File: src/rtl/rv_core_pkg.sv
// Shared core types and constants used by the MEM-stage load/store unit.
package rv_core_pkg;

    localparam int unsigned XLEN   = 32;
    localparam int unsigned REG_AW = 5;
    localparam int unsigned OP_W   = 4;

    localparam logic [OP_W-1:0] OP_LW = 4'b1010;
    localparam logic [OP_W-1:0] OP_SW = 4'b1011;

    typedef enum logic [1:0] {
        S_IDLE = 2'd0,
        S_REQ  = 2'd1,
        S_WAIT = 2'd2
    } lsu_state_e;

    // Data-memory request payload held stable while the request is pending
    typedef struct packed {
        logic            we;
        logic [XLEN-1:0] addr;
        logic [XLEN-1:0] wdata;
    } dmem_req_t;

    // MEM/WB write-back payload
    typedef struct packed {
        logic [REG_AW-1:0] rd_addr;
        logic              rd_we;
        logic [XLEN-1:0]   rd_data;
    } wb_t;

endpackage

File: src/rtl/lsu_timeout_ctr.sv
// Load-response timeout counter: clears on request acceptance, counts WAIT cycles.
module lsu_timeout_ctr #(
    parameter int unsigned TIMEOUT_CYCLES = 16,
    parameter int unsigned CNT_W          = 5
) (
    input  logic clk,
    input  logic reset,
    input  logic clr,
    input  logic en,
    output logic expired
);

    logic [CNT_W-1:0] count;

    // Counter register; clear has priority over increment
    always_ff @(posedge clk or posedge reset) begin
        if (reset) begin
            count <= '0;
        end else if (clr) begin
            count <= '0;
        end else if (en) begin
            count <= count + CNT_W'(1);
        end
    end

    assign expired = (count == CNT_W'(TIMEOUT_CYCLES - 1));

endmodule

File: src/rtl/mem_stage_lsu.sv
// MEM-stage load/store unit: issues LW/SW to data memory, stalls upstream
// while an access is outstanding and produces registered MEM/WB fields.
module mem_stage_lsu
    import rv_core_pkg::*;
#(
    parameter int unsigned TIMEOUT_CYCLES = 16,
    parameter int unsigned CNT_W          = 5
) (
    input  logic              clk,
    input  logic              reset,
    input  logic [REG_AW-1:0] mem_rd_addr,
    input  logic              mem_rd_we,
    input  logic [XLEN-1:0]   mem_rd_data,
    input  logic [XLEN-1:0]   mem_mem_addr,
    input  logic [OP_W-1:0]   mem_alu_op,
    input  logic [XLEN-1:0]   mem_op_2,
    output logic              dmem_req_valid,
    input  logic              dmem_req_ready,
    output logic              dmem_req_we,
    output logic [XLEN-1:0]   dmem_req_addr,
    output logic [XLEN-1:0]   dmem_req_wdata,
    input  logic              dmem_resp_valid,
    input  logic [XLEN-1:0]   dmem_resp_rdata,
    output logic              stall,
    output logic [REG_AW-1:0] wb_rd_addr,
    output logic              wb_rd_we,
    output logic [XLEN-1:0]   wb_rd_data,
    output logic              misalign_err,
    output logic              bus_err
);

    lsu_state_e        state;
    dmem_req_t         req;
    wb_t               wb;
    logic [REG_AW-1:0] rd_addr_q;
    logic              rd_we_q;

    logic is_ld;
    logic is_st;
    logic is_mem;
    logic aligned;
    logic ctr_clr;
    logic ctr_en;
    logic expired;

    assign is_ld   = (mem_alu_op == OP_LW);
    assign is_st   = (mem_alu_op == OP_SW);
    assign is_mem  = is_ld | is_st;
    assign aligned = (mem_mem_addr[1:0] == 2'b00);

    // Counter restarts when a load is accepted and runs while the response is outstanding
    assign ctr_clr = (state == S_REQ) && dmem_req_ready && !req.we;
    assign ctr_en  = (state == S_WAIT) && !dmem_resp_valid && !expired;

    lsu_timeout_ctr #(
        .TIMEOUT_CYCLES (TIMEOUT_CYCLES),
        .CNT_W          (CNT_W)
    ) u_timeout_ctr (
        .clk     (clk),
        .reset   (reset),
        .clr     (ctr_clr),
        .en      (ctr_en),
        .expired (expired)
    );

    // Upstream hold: low only when the MEM-stage instruction completes this cycle
    assign stall = ((state == S_IDLE) && is_mem && aligned)
                || ((state == S_REQ)  && !(dmem_req_ready && req.we))
                || ((state == S_WAIT) && !dmem_resp_valid && !expired);

    // Access FSM with request, write-back and error-pulse registers
    always_ff @(posedge clk or posedge reset) begin
        if (reset) begin
            state          <= S_IDLE;
            req            <= '0;
            wb             <= '0;
            rd_addr_q      <= '0;
            rd_we_q        <= 1'b0;
            dmem_req_valid <= 1'b0;
            misalign_err   <= 1'b0;
            bus_err        <= 1'b0;
        end else begin
            misalign_err <= 1'b0;
            bus_err      <= 1'b0;
            case (state)
                S_IDLE: begin
                    if (!is_mem) begin
                        wb.rd_addr <= mem_rd_addr;
                        wb.rd_we   <= mem_rd_we && (mem_rd_addr != '0);
                        wb.rd_data <= mem_rd_data;
                    end else if (!aligned) begin
                        wb.rd_we     <= 1'b0;
                        misalign_err <= 1'b1;
                    end else begin
                        wb.rd_we       <= 1'b0;
                        req.we         <= is_st;
                        req.addr       <= mem_mem_addr;
                        req.wdata      <= mem_op_2;
                        rd_addr_q      <= mem_rd_addr;
                        rd_we_q        <= mem_rd_we;
                        dmem_req_valid <= 1'b1;
                        state          <= S_REQ;
                    end
                end
                S_REQ: begin
                    wb.rd_we <= 1'b0;
                    if (dmem_req_ready) begin
                        dmem_req_valid <= 1'b0;
                        state          <= req.we ? S_IDLE : S_WAIT;
                    end
                end
                S_WAIT: begin
                    if (dmem_resp_valid) begin
                        wb.rd_addr <= rd_addr_q;
                        wb.rd_we   <= rd_we_q && (rd_addr_q != '0);
                        wb.rd_data <= dmem_resp_rdata;
                        state      <= S_IDLE;
                    end else if (expired) begin
                        wb.rd_we <= 1'b0;
                        bus_err  <= 1'b1;
                        state    <= S_IDLE;
                    end else begin
                        wb.rd_we <= 1'b0;
                    end
                end
                default: begin
                    state <= S_IDLE;
                end
            endcase
        end
    end

    assign dmem_req_we    = req.we;
    assign dmem_req_addr  = req.addr;
    assign dmem_req_wdata = req.wdata;
    assign wb_rd_addr     = wb.rd_addr;
    assign wb_rd_we       = wb.rd_we;
    assign wb_rd_data     = wb.rd_data;

endmodule

File: config.mk
export PLATFORM = sky130hd
export DESIGN_NAME = mem_stage_lsu
export DESIGN_NICKNAME = d
export VERILOG_FILES = /design/src/rtl/rv_core_pkg.sv /design/src/rtl/lsu_timeout_ctr.sv /design/src/rtl/mem_stage_lsu.sv
export SDC_FILE = /design/constraint.sdc
export NUM_CORES = 1
export LEC_CHECK = 0
export CORE_MARGIN = 4
export CORE_UTILIZATION = 41
export CTS_CLUSTER_DIAMETER = 30
export DETAILED_ROUTE_END_ITERATION = 6
export PLACE_DENSITY = 0.81
export SLEW_MARGIN = 40
export SYNTH_ARGS = -nofsm -noshare
export SYNTH_HDL_FRONTEND = slang
export SYNTH_HIERARCHICAL = 1
export SYNTH_SLANG_ARGS = --single-unit
export TNS_END_PERCENT = 50
File: constraint.sdc
create_clock -name clk -period 5.5 [get_ports clk]
set_clock_uncertainty 0.2 [all_clocks]
set_input_delay 1.1 -clock clk [delete_from_list [all_inputs] [get_ports clk]]
set_output_delay 1.1 -clock clk [all_outputs]
set_load 0.01 [all_outputs]
==> impl_metrics.toml <==
[global_routing]
grt_pass1_wl_mm = 21.6
antenna_found_initial = 0
grt.overflow.total = 0
grt_usage_pct = 19.3
grt_pass1_vias = 4236
grt_start_max_net_pins = 80

[critical_path]
reg2reg_depth = 7
r2r-end = "u_timeout_ctr/count[3]"
ff2ff_setup_slack_ns = 2.74
path_class = "register to primary output"
critPathCaptureType = "primary output"
cp_max_fo = 40
required_ns = 4.20
start_kind = "register"
r2r-start = "state[0]"
arrival_ns = 2.91

[cts]
cts_hold_buf = 0
cts_tree = "done"
post_cts_buffers = 0
clk_path_buf_depth = 2
clk_pin_slew_ns = 0.05
clock-root-buffer = "clkbuf_16"
htree_num_levels = 4
cts-buffers-inserted = 17
clkSinkCount = 119
cts_resized = 0
clock_latency_ns = 0.40

[finish]
multi_input_area_um2 = 1900
antenna_cells = 0
layout_commonest_cell = "clkdlybuf4s50_1"
area.growth.synth_to_final_pct = 61.4
final_nets = 777
instances_no_fill = 805
layout_common_cells = "clkdlybuf4s50_1, dfrtp_1, mux2_2"
stdcell_area_um2 = 8200
area.sequential_um2 = 2980
layout-drive-gt1-share_pct = 17.3
n_fill_cell = 926

[timing]
slew_headroom_pct = 53.3
fmax_mhz = 238
final.setup.tns_ns = 0
grt_setup_unrepaired = "false"
report.final.setup_viol = 0
finalHoldViolCount = 0
post-route-period-util_pct = 76.5
timing.final.max_slew_violations = 0
layout_min_cycle_time_ns = 4.21
worst_pin_slew_ns = 0.700

[synth]
synth.distinct_cells = 37
synthCells = 378
ys.flop_type = "dfrtp_1"
synth.top_cells.by_area = "dfrtp_1, mux2_2, mux2i_1, o21ai_0, nand2_1"
synth_top_cell_by_area = "dfrtp_1"
syn-mean-instance-area_um2 = 13.4
syn_nets = 526
ys_async_sr_fraction_pct = 100
syn_area_um2 = 5080
synth_top_area_share_pct = 58.6
yosysWarnings = 6
ys_seq_elements = 119
synth_sequential_area_ratio_pct = 58.6
synth-edff-count = 0

[pwr]
p_per_area_nw_per_um2 = 541
power.leakage_nw = 3.45
ir_drop_uv = 258

[placement]
place_inst = 778
port_buffers = 248
placed_cell_area_um2 = 7630
hpwl_mm = 10.3
gp_congestion = 0.784

[min_path]
hold_path_depth = 2
hp-start = "wb_rd_addr[2]"
holdPathEnd = "wb_rd_addr[2]"
worstHoldPathType = "register to register"

[detailed_routing]
drt.antenna.violating_nets = 0
via_count = 3875
via_per_inst = 4.81
dr.pass1.iters = 4
post-route-drc-count = 0
wl_per_cell_um = 17.1
finalWirelength_mm = 13.7
drtIter0Drc = 142

[status]
outcome = "complete, no violations"

[floorplan]
rows = 40
die_h_um = 119
coreArea_um2 = 12100
initial_core_util_pct = 42.1
num_io_pins = 249
die_w_um = 119
dieArea_um2 = 14200

[flow_run]
maxCapViolations = 0
## kinds of logic after synthesis
logic type                 Yosys count  synth area share, %
and+or+nand+nor                     67                 6.53
xor gates and xnor gates             1                0.172
buffers and inverters               27                 4.09
AOI/OAI and AO/OA                   48                 5.15
adders and majority gates            6                 1.48
muxes                              110                 24.0
DFF                                119                 58.6
## metrics by stage
step	power, mW	hold WS, ns	setup slack (ns)	utilization (%)
global route	4.70	0.313	1.07	68.0
detailed placement	3.39	0.271	1.45	63.2
finish	4.43	0.273	1.29	68.0
CTS	4.49	0.282	1.26	68.0
floorplan	2.38	0.280	1.18	-
global placement	3.32	0.263	1.46	63.2
## report_power, final
part / switching (mW) / internal, mW / leakage [nW]
logic: 0.797 / 1.07 / 1.70
clock network: 0.347 / 0.711 / 0.283
registers: 0.224 / 1.29 / 1.47
## per-layer routing
layer	up-vias	wire, um	track usage (%)	share of wire [%]
met2	171	7250	33.6	53
met4	0	284	7.44	2.1
met3	21	1370	8.64	10
li1	1816	-	-	-
met1	1867	4820	20.5	35
met5	-	0	0	0
## state kept, by name, indices dropped and copies added (netlist names)
| signal | count |
|---|---|
| wb_rd_data | 32 |
| rd_we_q | 1 |
| bus_err | 1 |
| dmem_req_wdata | 32 |
| wb_rd_addr | 5 |
| dmem_req_we | 1 |
| dmem_req_addr | 32 |
| rd_addr_q | 5 |
| dmem_req_valid | 1 |
| state | 2 |
| wb_rd_we | 1 |
| u_timeout_ctr/count | 5 |
| misalign_err | 1 |
## Yosys cell counts, types with 2 or more instances
| master | instances |
|---|---|
| buf_2 | 3 |
| buf_4 | 6 |
| or4_1 | 2 |
| and2_2 | 2 |
| ha_1 | 6 |
| nand2_1 | 41 |
| mux2_2 | 65 |
| inv_1 | 7 |
| clkbuf_8 | 7 |
| a21oi_1 | 2 |
| nor2_1 | 11 |
| dfrtp_1 | 119 |
| o21ai_0 | 39 |
| clkbuf_2 | 2 |
| mux2i_1 | 38 |
| mux2_4 | 7 |
## cell type report
cell class,instances,share of cell area (%)
inverter,7,0.381
tap,168,2.56
clock buffer,23,6.07
multi-input combinational,232,23.1
clock inverter,4,0.854
timing repair buffer,252,30.7
sequential,119,36.3
## worst max-delay path, stage by stage, from the launching register on
cell,delay [ns]
dfrtp_1,0.40
inv_1,0.12
ha_2,0.18
buf_4,0.51
nand2b_1,0.22
o22ai_1,0.33
nor2_1,0.09
nand2_1,0.08
clkdlybuf4s50_1,0.57
## worst max-delay path by stage
stage,slack [ns],from,to
after floorplan,1.18,reset,bus_err
after global placement,1.46,dmem_resp_valid,stall
after detailed placement,1.45,dmem_resp_valid,stall
after CTS,1.26,state[0],stall
after global routing,1.07,state[0],stall
final,1.29,state[0],stall
(Power assumes the default switching activity.)
